==> src/rtl/lc3b_types.sv <==
// lc3b_types: shared types for the lc3b pipeline.
// Contents:
//   lc3b_word / lc3b_reg / lc3b_nzp : basic datapath widths
//   lc3b_opcode                     : 4-bit ISA opcodes
//   lc3b_regfilemux_sel             : writeback data source select
//   lc3b_ind_state                  : LDI/STI sequencer states
//   lc3b_control_word               : per-instruction control bundle
//   lc3b_wb_ctrl                    : control fields kept in the MEM/WB register
package lc3b_types;

   typedef logic [15:0] lc3b_word;
   typedef logic [2:0]  lc3b_reg;
   typedef logic [2:0]  lc3b_nzp;

   typedef enum logic [3:0] {
      op_br   = 4'b0000,
      op_add  = 4'b0001,
      op_ldb  = 4'b0010,
      op_stb  = 4'b0011,
      op_jsr  = 4'b0100,
      op_and  = 4'b0101,
      op_ldr  = 4'b0110,
      op_str  = 4'b0111,
      op_rti  = 4'b1000,
      op_not  = 4'b1001,
      op_ldi  = 4'b1010,
      op_sti  = 4'b1011,
      op_jmp  = 4'b1100,
      op_shf  = 4'b1101,
      op_lea  = 4'b1110,
      op_trap = 4'b1111
   } lc3b_opcode;

   typedef enum logic [1:0] {
      rf_alu  = 2'b00,
      rf_mem  = 2'b01,
      rf_pc   = 2'b10,
      rf_rsvd = 2'b11
   } lc3b_regfilemux_sel;

   typedef enum logic {
      IND_IDLE   = 1'b0,
      IND_SECOND = 1'b1
   } lc3b_ind_state;

   typedef struct packed {
      lc3b_opcode         opcode;
      logic               load_regfile;
      logic               load_cc;
      lc3b_regfilemux_sel regfilemux_sel;
   } lc3b_control_word;

   // Writeback only needs these fields; the opcode is consumed by the
   // indirect sequencer straight from the memory-stage control word.
   typedef struct packed {
      logic               load_regfile;
      logic               load_cc;
      lc3b_regfilemux_sel regfilemux_sel;
   } lc3b_wb_ctrl;

   localparam lc3b_nzp CC_N = 3'b100;
   localparam lc3b_nzp CC_Z = 3'b010;
   localparam lc3b_nzp CC_P = 3'b001;

endpackage

==> src/rtl/indirect_seq.sv <==
// indirect_seq: two-phase LDI/STI sequencer.
// Ports:
//   clk, reset_n       : clock, async active-low reset
//   ind_op             : memory stage holds a valid LDI/STI
//   dcache_resp        : dcache access complete
//   mem_rdata          : raw dcache read data (pointer word on first access)
//   dr_in, result_in   : destination register / store data to hold
//   indirect_data      : captured pointer word
//   indirect_reg       : {13'b0, DR} for the second phase
//   indirect_result    : store data for the second STI access
//   indirect_sel       : high while in the second phase
module indirect_seq
   import lc3b_types::*;
(
   input  logic     clk,
   input  logic     reset_n,
   input  logic     ind_op,
   input  logic     dcache_resp,
   input  lc3b_word mem_rdata,
   input  lc3b_reg  dr_in,
   input  lc3b_word result_in,
   output lc3b_word indirect_data,
   output lc3b_word indirect_reg,
   output lc3b_word indirect_result,
   output logic     indirect_sel
);

   lc3b_ind_state state_q;
   lc3b_word      data_q;
   lc3b_word      reg_q;
   lc3b_word      result_q;
   logic          sel_q;

   // Driven purely by dcache handshakes; the global stall does not gate it.
   // Capture registers keep their contents after returning to IDLE.
   always_ff @(posedge clk or negedge reset_n) begin
      if (!reset_n) begin
         state_q  <= IND_IDLE;
         sel_q    <= 1'b0;
         data_q   <= '0;
         reg_q    <= '0;
         result_q <= '0;
      end else begin
         case (state_q)
            IND_IDLE: begin
               if (ind_op && dcache_resp) begin
                  state_q  <= IND_SECOND;
                  sel_q    <= 1'b1;
                  data_q   <= mem_rdata;
                  reg_q    <= {13'b0, dr_in};
                  result_q <= result_in;
               end
            end
            IND_SECOND: begin
               if (dcache_resp) begin
                  state_q <= IND_IDLE;
                  sel_q   <= 1'b0;
               end
            end
            default: begin
               state_q <= IND_IDLE;
               sel_q   <= 1'b0;
            end
         endcase
      end
   end

   assign indirect_data   = data_q;
   assign indirect_reg    = reg_q;
   assign indirect_result = result_q;
   assign indirect_sel    = sel_q;

endmodule

==> src/rtl/wb_stage.sv <==
// wb_stage: MEM/WB pipeline register and writeback stage.
// Ports:
//   clk, reset_n              : clock, async active-low reset
//   stall_in                  : global hold, freezes the pipeline register
//   load_wb, valid_in         : memory stage completed / valid
//   cw_in                     : memory-stage control word
//   data_in/result_in/new_pc_in/dr_in : writeback candidates and destination
//   mem_rdata, dcache_resp    : raw dcache data / handshake for LDI/STI
//   indirect_*                : second-phase values to the memory stage
//   wb_load_regfile, wb_dr, wb_data   : register-file write port (+ forwarding)
//   wb_load_cc, wb_cc         : condition-code write
//   wb_fwd_en                 : wb_dr/wb_data are live for forwarding
module wb_stage
   import lc3b_types::*;
(
   input  logic             clk,
   input  logic             reset_n,
   input  logic             stall_in,
   input  logic             load_wb,
   input  logic             valid_in,
   input  lc3b_control_word cw_in,
   input  lc3b_word         data_in,
   input  lc3b_word         result_in,
   input  lc3b_word         new_pc_in,
   input  lc3b_reg          dr_in,
   input  lc3b_word         mem_rdata,
   input  logic             dcache_resp,
   output lc3b_word         indirect_data,
   output lc3b_word         indirect_reg,
   output lc3b_word         indirect_result,
   output logic             indirect_sel,
   output logic             wb_load_regfile,
   output lc3b_reg          wb_dr,
   output lc3b_word         wb_data,
   output logic             wb_load_cc,
   output lc3b_nzp          wb_cc,
   output logic             wb_fwd_en
);

   lc3b_wb_ctrl cw_q,     cw_d;
   lc3b_word    data_q,   data_d;
   lc3b_word    result_q, result_d;
   lc3b_word    new_pc_q, new_pc_d;
   lc3b_reg     dr_q,     dr_d;
   logic        valid_q,  valid_d;
   logic        ind_op;

   // A missing load_wb still loads the fields but marks the slot as a bubble.
   always_comb begin
      cw_d     = cw_q;
      data_d   = data_q;
      result_d = result_q;
      new_pc_d = new_pc_q;
      dr_d     = dr_q;
      valid_d  = valid_q;
      if (!stall_in) begin
         cw_d     = '{load_regfile:   cw_in.load_regfile,
                      load_cc:        cw_in.load_cc,
                      regfilemux_sel: cw_in.regfilemux_sel};
         data_d   = data_in;
         result_d = result_in;
         new_pc_d = new_pc_in;
         dr_d     = dr_in;
         valid_d  = valid_in & load_wb;
      end
   end

   always_ff @(posedge clk or negedge reset_n) begin
      if (!reset_n) begin
         cw_q     <= '0;
         data_q   <= '0;
         result_q <= '0;
         new_pc_q <= '0;
         dr_q     <= '0;
         valid_q  <= 1'b0;
      end else begin
         cw_q     <= cw_d;
         data_q   <= data_d;
         result_q <= result_d;
         new_pc_q <= new_pc_d;
         dr_q     <= dr_d;
         valid_q  <= valid_d;
      end
   end

   always_comb begin
      case (cw_q.regfilemux_sel)
         rf_alu:  wb_data = result_q;
         rf_mem:  wb_data = data_q;
         rf_pc:   wb_data = new_pc_q;
         default: wb_data = result_q;
      endcase
   end

   always_comb begin
      if (wb_data[15])         wb_cc = CC_N;
      else if (wb_data == '0)  wb_cc = CC_Z;
      else                     wb_cc = CC_P;
   end

   assign wb_dr           = dr_q;
   assign wb_load_regfile = valid_q & cw_q.load_regfile;
   assign wb_load_cc      = valid_q & cw_q.load_cc;
   assign wb_fwd_en       = valid_q & cw_q.load_regfile;

   assign ind_op = valid_in & ((cw_in.opcode == op_ldi) | (cw_in.opcode == op_sti));

   indirect_seq u_indirect_seq (
      .clk             (clk),
      .reset_n         (reset_n),
      .ind_op          (ind_op),
      .dcache_resp     (dcache_resp),
      .mem_rdata       (mem_rdata),
      .dr_in           (dr_in),
      .result_in       (result_in),
      .indirect_data   (indirect_data),
      .indirect_reg    (indirect_reg),
      .indirect_result (indirect_result),
      .indirect_sel    (indirect_sel)
   );

endmodule

==> config.mk <==
export PLATFORM = sky130hd
export DESIGN_NAME = wb_stage
export DESIGN_NICKNAME = d
export VERILOG_FILES = /design/src/rtl/lc3b_types.sv /design/src/rtl/indirect_seq.sv /design/src/rtl/wb_stage.sv
export SDC_FILE = /design/constraint.sdc
export NUM_CORES = 1
export LEC_CHECK = 0
export CAP_MARGIN = 20
export CORE_MARGIN = 4
export CORE_UTILIZATION = 47
export CTS_CLUSTER_SIZE = 10
export DETAILED_ROUTE_END_ITERATION = 7
export MAX_ROUTING_LAYER = met4
export PLACE_DENSITY = 0.95
export SYNTH_ARGS = -nofsm -noshare
export SYNTH_HDL_FRONTEND = slang
export SYNTH_SLANG_ARGS = --single-unit
export TNS_END_PERCENT = 100
==> constraint.sdc <==
create_clock -name clk -period 4.6 [get_ports clk]
set_input_delay 1.38 -clock clk [delete_from_list [all_inputs] [get_ports clk]]
set_output_delay 1.38 -clock clk [all_outputs]
set_load 0.01 [all_outputs]
==> results of run 1 <==
-- per-layer routing --
metal / up-vias / routed length [um] / part of all wire (%) / track usage (%)
li1: 1261 / - / - / -
met1: 1366 / 3810 / 41 / 24.6
met2: 103 / 4680 / 50 / 32.3
met3: 8 / 695 / 7.5 / 4.71
met4: 0 / 86 / 0.93 / 5.70
met5: - / 0 / 0 / -
-- cell usage after synthesis --
cell      count  area [um2]
nand2_1      11        41.3
mux2_1       73         822
inv_1         3        11.3
a31oi_1       1        6.26
nor3b_1       1        7.51
a21o_1        2        15.0
dfrtp_1      93        2330
o21ai_1       9        45.0
buf_6         4        45.0
conb_1        1        3.75
and2_1        2        12.5
buf_4        18         135
nand4b_1      1        8.76
ha_1          2        25.0
nor4_1        2        12.5
nor2b_1       8        50.1
nor4_2        1        12.5
buf_2         6        30.0
and3_1        1        6.26
nor2_1        8        30.0
a221oi_2      2        30.0
a22oi_1       8        60.1
mux2_2       17         191
o22ai_1       4        25.0
clkbuf_1      4        15.0
a221oi_1      6        52.6
-- worst min-delay path by stage --
stage	from	end	slack, ps	cells past startpoint
after global placement	u_indirect_seq.indirect_sel$_DFFE_PN0P_	u_indirect_seq.indirect_sel$_DFFE_PN0P_	460	1
after CTS	u_indirect_seq.indirect_result[6]$_DFFE_PN0P_	u_indirect_seq.indirect_result[6]$_DFFE_PN0P_	500	1
final	u_indirect_seq.indirect_sel$_DFFE_PN0P_	u_indirect_seq.indirect_sel$_DFFE_PN0P_	490	1
after floorplan	cw_q[3]$_DFFE_PN0N_	cw_q[3]$_DFFE_PN0N_	460	1
after detailed placement	u_indirect_seq.indirect_result[6]$_DFFE_PN0P_	u_indirect_seq.indirect_result[6]$_DFFE_PN0P_	470	1
after global routing	u_indirect_seq.indirect_data[7]$_DFFE_PN0P_	u_indirect_seq.indirect_data[7]$_DFFE_PN0P_	510	1
-- report_power, final --
group          internal (mW)  leakage (nW)  switching [mW]
Sequential             0.942          1.11          0.0648
Combinational          0.368          1.16           0.260
Clock                  0.253        0.0960           0.287
Total                   1.56          2.36           0.612
-- cells in the final DEF, fill, tap and decap left out, drive strengths merged --
cell type      count
a21o               2
a221oi             8
a22oi              8
a31oi              1
and2               2
and3               1
buf                6
bufinv             1
clkbuf             9
clkdlybuf4s50    138
clkinv             2
clkinvlp           2
conb              13
dfrtp             93
ha                 2
inv                5
mux2              90
nand2             11
nand4b             1
nor2               8
nor2b              8
nor3b              1
nor4               3
o21ai              9
o22ai              4
-- worst max-delay path: cells and delay by family, from the launching register on --
kind	cells	cell delay, ps
simple gates	2	640
buf+inv	2	600
fa+ha+maj	1	500
compound gates	2	500
flops	1	380
-- stage by stage --
stage               cells  total power [mW]  cell area, um2  util [%]
floorplan             300              1.29            4070         -
global placement      517              1.63            5400      65.4
detailed placement    517              1.66            5400      65.4
CTS                   533              2.20            5600      67.8
global route          533              2.30            5600      67.8
finish                533              2.18            5600      67.8
-- cell families (layout without fill, tap and decap cells) --
group	after synthesis	in the layout	share of synthesized area (%)
AO/OA/AOI/OAI	32	32	5.82
adder cells (fa/ha/maj)	2	2	0.622
buffers and inverters	35	163	5.88
flip-flops	93	93	57.9
multiplexers	90	90	25.2
other	1	13	0.0933
AND/OR/NAND/NOR	35	35	4.51
-- cell type report --
cell class              instances  area [um2]  share of cell area, %
well taps                     105         131                   2.35
flip-flops and latches         93        2330                   41.6
repair buffers                144        1420                   25.4
clock buffers                   9         124                   2.21
clock inverters                 7        72.6                   1.30
inverters                       3        11.3                  0.201
multi-input cells             172        1510                   26.9
==> impl_metrics.ini, run 1 <==
[drt]
drt-pass1-iter-count = 4
routed_via_density = 5.14
routed_wl_mm = 9.27
drt-initial-drc-count = 85
vias = 2738
wire_per_inst_um = 17.4
postRouteAntennaNets = 0
drcViolationCount = 0

[worst_setup_path]
path_class = reg -> out
reg2regPathDepth = 3
worstPathRequired_ps = 3220
r2r_end = u_indirect_seq.indirect_data[14]$_DFFE_PN0P_
rrSetupSlack_ps = 3060
crit_path_end_kind = output pin
cpPeakStageDelay_ps = 550
cp-start-kind = flip-flop
cp_cell_sequence = inv_1, ha_1, a221oi_1, o22ai_1, nor4_2, and3_1, clkdlybuf4s50_1
startpoint = cw_q[0]$_DFFE_PN0N_
reg2reg_from = u_indirect_seq.state_q$_DFF_PN0_
crit_arrival_ps = 2960
worst-path-max-fanout = 17
critical_path.endpoint = wb_cc[1]
slowest_stage = clkdlybuf4s50_1

[logic_synthesis]
ys_seq_area_share_pct = 57.9
netlist_instances = 288
netlist_area_mm2 = 0.00402
yosys_warnings = 0
avgSynthCellArea_um2 = 14.0
yosysUniqueCellTypes = 26
ys_seq_elements = 93

[clock_tree]
cts_resized = 0
cts_made_buffers = 9
cts-root-buf = clkbuf_8
post-cts-setup-buffer-count = 0
clockBufferDepth = 2
cts.hold.buffers_added = 0
cts_tree = done
clkLatencyLatePin_ps = 350
cts.htree.levels = 3
cts_sinks = 93
path_clk_slew_ps = 90

[floorplan]
fp.dieW_um = 101
die-area_mm2 = 0.0101
ios = 155
die-height_um = 101
core_area_mm2 = 0.00826
initial_utilization_pct = 48.7
fp-row-count = 33

[sta]
fin_crit_sh_pct = 94.3
relSlewSlack_pct = 40.1
tns_ps = 0
setup_violations = 0
hold_ws_ps = 486
fin_worst_skew_ps = 12.0
rsz0062_at_grt = no
max_freq_ghz = 0.230
setup_ws_ps = 261
post-route-min-period_ps = 4340
hold_viol = 0
worstMarginPinSlew_ps = 899
final_max_slew_viol_count = 0

[placed_design]
dp_slack_ps = 583
place_hpwl_mm = 6.92
gp_congestion = 0.841
portBuffers = 140

[global_routing]
track_usage_pct = 19.7
grt_overflow = 0
antenna_found_initial = 0
grt_pass1_wl_mm = 15.0
grt_max_degree = 73
grt_pass1_vias = 3005

[hold_path]
hold_path_class = reg -> reg

[pwr]
ir_worst_vdd_uv = 244
p_leak_nw = 2.36
p_per_area_mw_per_mm2 = 389

[cells_and_area]
drive_gt1_share_pct = 10.0
fin_nets = 506
fillCellCount = 613
syn_to_final_growth_pct = 39.2
n_antenna_cell = 0

[flow_run]
drv_cap = 0

[outcome]
outcome = complete, no violations
(Power assumes the default switching activity.)
==> run 2: changes to the inputs <==
--- a/config.mk
+++ b/config.mk
@@ -12,6 +12,7 @@
 export DETAILED_ROUTE_END_ITERATION = 7
 export MAX_ROUTING_LAYER = met4
 export PLACE_DENSITY = 0.95
+export RECOVER_POWER = 50
 export SYNTH_ARGS = -nofsm -noshare
 export SYNTH_HDL_FRONTEND = slang
 export SYNTH_SLANG_ARGS = --single-unit
==> run 2 against run 1 <==
  * The run now ends with capacitance limit, slew limit left
  * Global-route usage did not move
  * Critical path type unchanged
  * Utilization fell by 0.17 points
  * Routed wire length rose by 0.20%
  * Via count rose by 0.18%
  * Critical path depth fell by 1
  * Die area did not move
  * First-iteration DRC count fell by 1.2%
  * Design area fell by 0.25%
  * Power barely moved
  * Sequential power barely moved
==> impl_metrics.ini, run 2 (synthesis gave the netlist of run 1 again) <==
[outcome]
outcome = complete, but fails checks
failed_checks = capacitance limit, slew limit

[pwr]
p_leak_nw = 2.35
ir_worst_vdd_uv = 245
p_per_area_mw_per_mm2 = 389
power_mw = 2.17

[drt]
drt-pass1-iter-count = 4
drcViolationCount = 0
wire_per_inst_um = 17.4
wl_met2_mm = 4.74
vias = 2743
routed.top_layer = met4
routed_via_density = 5.15
postRouteAntennaNets = 0
routed_wl_mm = 9.29
wl_met1_mm = 3.82
drt-initial-drc-count = 84
routed-wl-met3_um = 671

[cells_and_area]
fin_nets = 506
fin_area_mm2 = 0.00558
n_antenna_cell = 0
drive_gt1_share_pct = 9.35
layout.cells.non_filler = 533
syn_to_final_growth_pct = 38.9
layout.cells.most_common = clkdlybuf4s50_1
final_cell_mix = 138 x clkdlybuf4s50_1, 93 x dfrtp_1, 73 x mux2_1

[floorplan]
fp-row-count = 33
fp.dieW_um = 101
ios = 155
die-area_mm2 = 0.0101
initial_utilization_pct = 48.7
core_area_mm2 = 0.00826
die-height_um = 101

[global_routing]
grt_pass1_wl_mm = 15.0
grt_max_degree = 73
track_usage_pct = 19.7
grt_overflow = 0
antenna_found_initial = 0
grt_pass1_vias = 3005

[clock_tree]
cts_tree = done
clkLatencyLatePin_ps = 340
cts.htree.levels = 3
path_clk_slew_ps = 90
clockBufferDepth = 2
post-cts-setup-buffer-count = 0
cts-root-buf = clkbuf_8
cts_made_buffers = 9
cts.hold.buffers_added = 0
cts_sinks = 93
cts_resized = 0

[sta]
rsz0062_at_grt = no
fin_crit_sh_pct = 94.5
final_max_slew_viol_count = 111
tns_ps = 0
post-route-min-period_ps = 4350
hold_viol = 0
fin_worst_skew_ps = 11.2
worstMarginPinSlew_ps = 2080
relSlewSlack_pct = -38.4
setup_violations = 0
max_freq_ghz = 0.230

[hold_path]
hold_path_class = reg -> reg

[placed_design]
place_hpwl_mm = 6.92
portBuffers = 140
dp.cells = 517
post_dp_cell_area_mm2 = 0.00540
gp_congestion = 0.841

[worst_setup_path]
crit_path_end_kind = output pin
crit_arrival_ps = 2970
worstPathRequired_ps = 3220
cp_cell_sequence = ha_1, a221oi_1, o22ai_1, nor4_2, and3_1, clkdlybuf4s50_1
path_class = reg -> out
worst-path-max-fanout = 16
cp-start-kind = flip-flop
slowest_stage = clkdlybuf4s50_1
cpPeakStageDelay_ps = 550

[flow_run]
drv_cap = 2
==> run 2: cell types whose count changed in the layout (fill, tap and decap cells not counted) <==
cell      previous run  this run
buf_4                5         1
buf_2                1         0
clkbuf_1             0         3
clkbuf_2             0         2
==> run 2: power breakdown <==
part	switching, mW	internal, mW	total [mW]
Sequential	0.0647	0.942	1.01
Combinational	0.260	0.368	0.628
Clock	0.286	0.253	0.540
==> run 2: metrics by stage <==
step / utilization (%) / setup WS (ps) / hold WS (ps)
floorplan: - / 1460 / 456
global placement: 65.4 / 606 / 461
detailed placement: 65.4 / 583 / 474
CTS: 67.8 / 185 / 495
global route: 67.6 / 14.1 / 509
finish: 67.6 / 251 / 486
==> run 2: critical path, delay by kind of cell, from the launching register on <==
family	cells	cell delay (ps)
adders and majority gates	1	440
AOI/OAI and AO/OA	2	590
DFF	1	400
buffers and inverters	1	550
and+or+nand+nor	2	640
==> run 2: final timing paths <==
kind                                                    startpoint                                            to  slack [ps]  depth (start not counted)
max in group asynchronous                                  reset_n   u_indirect_seq.indirect_data[0]$_DFFE_PN0P_        1280                          2
min                        u_indirect_seq.indirect_sel$_DFFE_PN0P_       u_indirect_seq.indirect_sel$_DFFE_PN0P_         490                          1
min reg2reg                u_indirect_seq.indirect_sel$_DFFE_PN0P_       u_indirect_seq.indirect_sel$_DFFE_PN0P_         490                          1
max                                            cw_q[0]$_DFFE_PN0N_                                      wb_cc[1]         250                          6
min in group asynchronous                                  reset_n                       new_pc_q[4]$_DFFE_PN0N_        1500                          1
max reg2reg                       u_indirect_seq.state_q$_DFF_PN0_  u_indirect_seq.indirect_data[14]$_DFFE_PN0P_        1980                          3
==> run 2: per-layer routing <==
metal	up-vias	track usage, %
met1	1373	24.6
met3	6	4.71
met2	101	32.3
met4	0	5.70
met5	-	-
li1	1263	-
==> run 2: layout make-up <==
class | instances | area, um2
clock buffers | 9 | 124
clock inverters | 7 | 72.6
fillers | 614 | 2670
inverters | 3 | 11.3
multi-input cells | 172 | 1510
flip-flops and latches | 93 | 2330
well taps | 105 | 131
repair buffers | 144 | 1410
==> run 3: changes to the inputs <==
--- a/config.mk
+++ b/config.mk
@@ -5,6 +5,7 @@
 export SDC_FILE = /design/constraint.sdc
 export NUM_CORES = 1
 export LEC_CHECK = 0
+export ABC_AREA = 0
 export CAP_MARGIN = 20
 export CORE_MARGIN = 4
 export CORE_UTILIZATION = 47
==> results of run 3 <==
No change in the layout: final DEF, timing and power equal those of run 2.
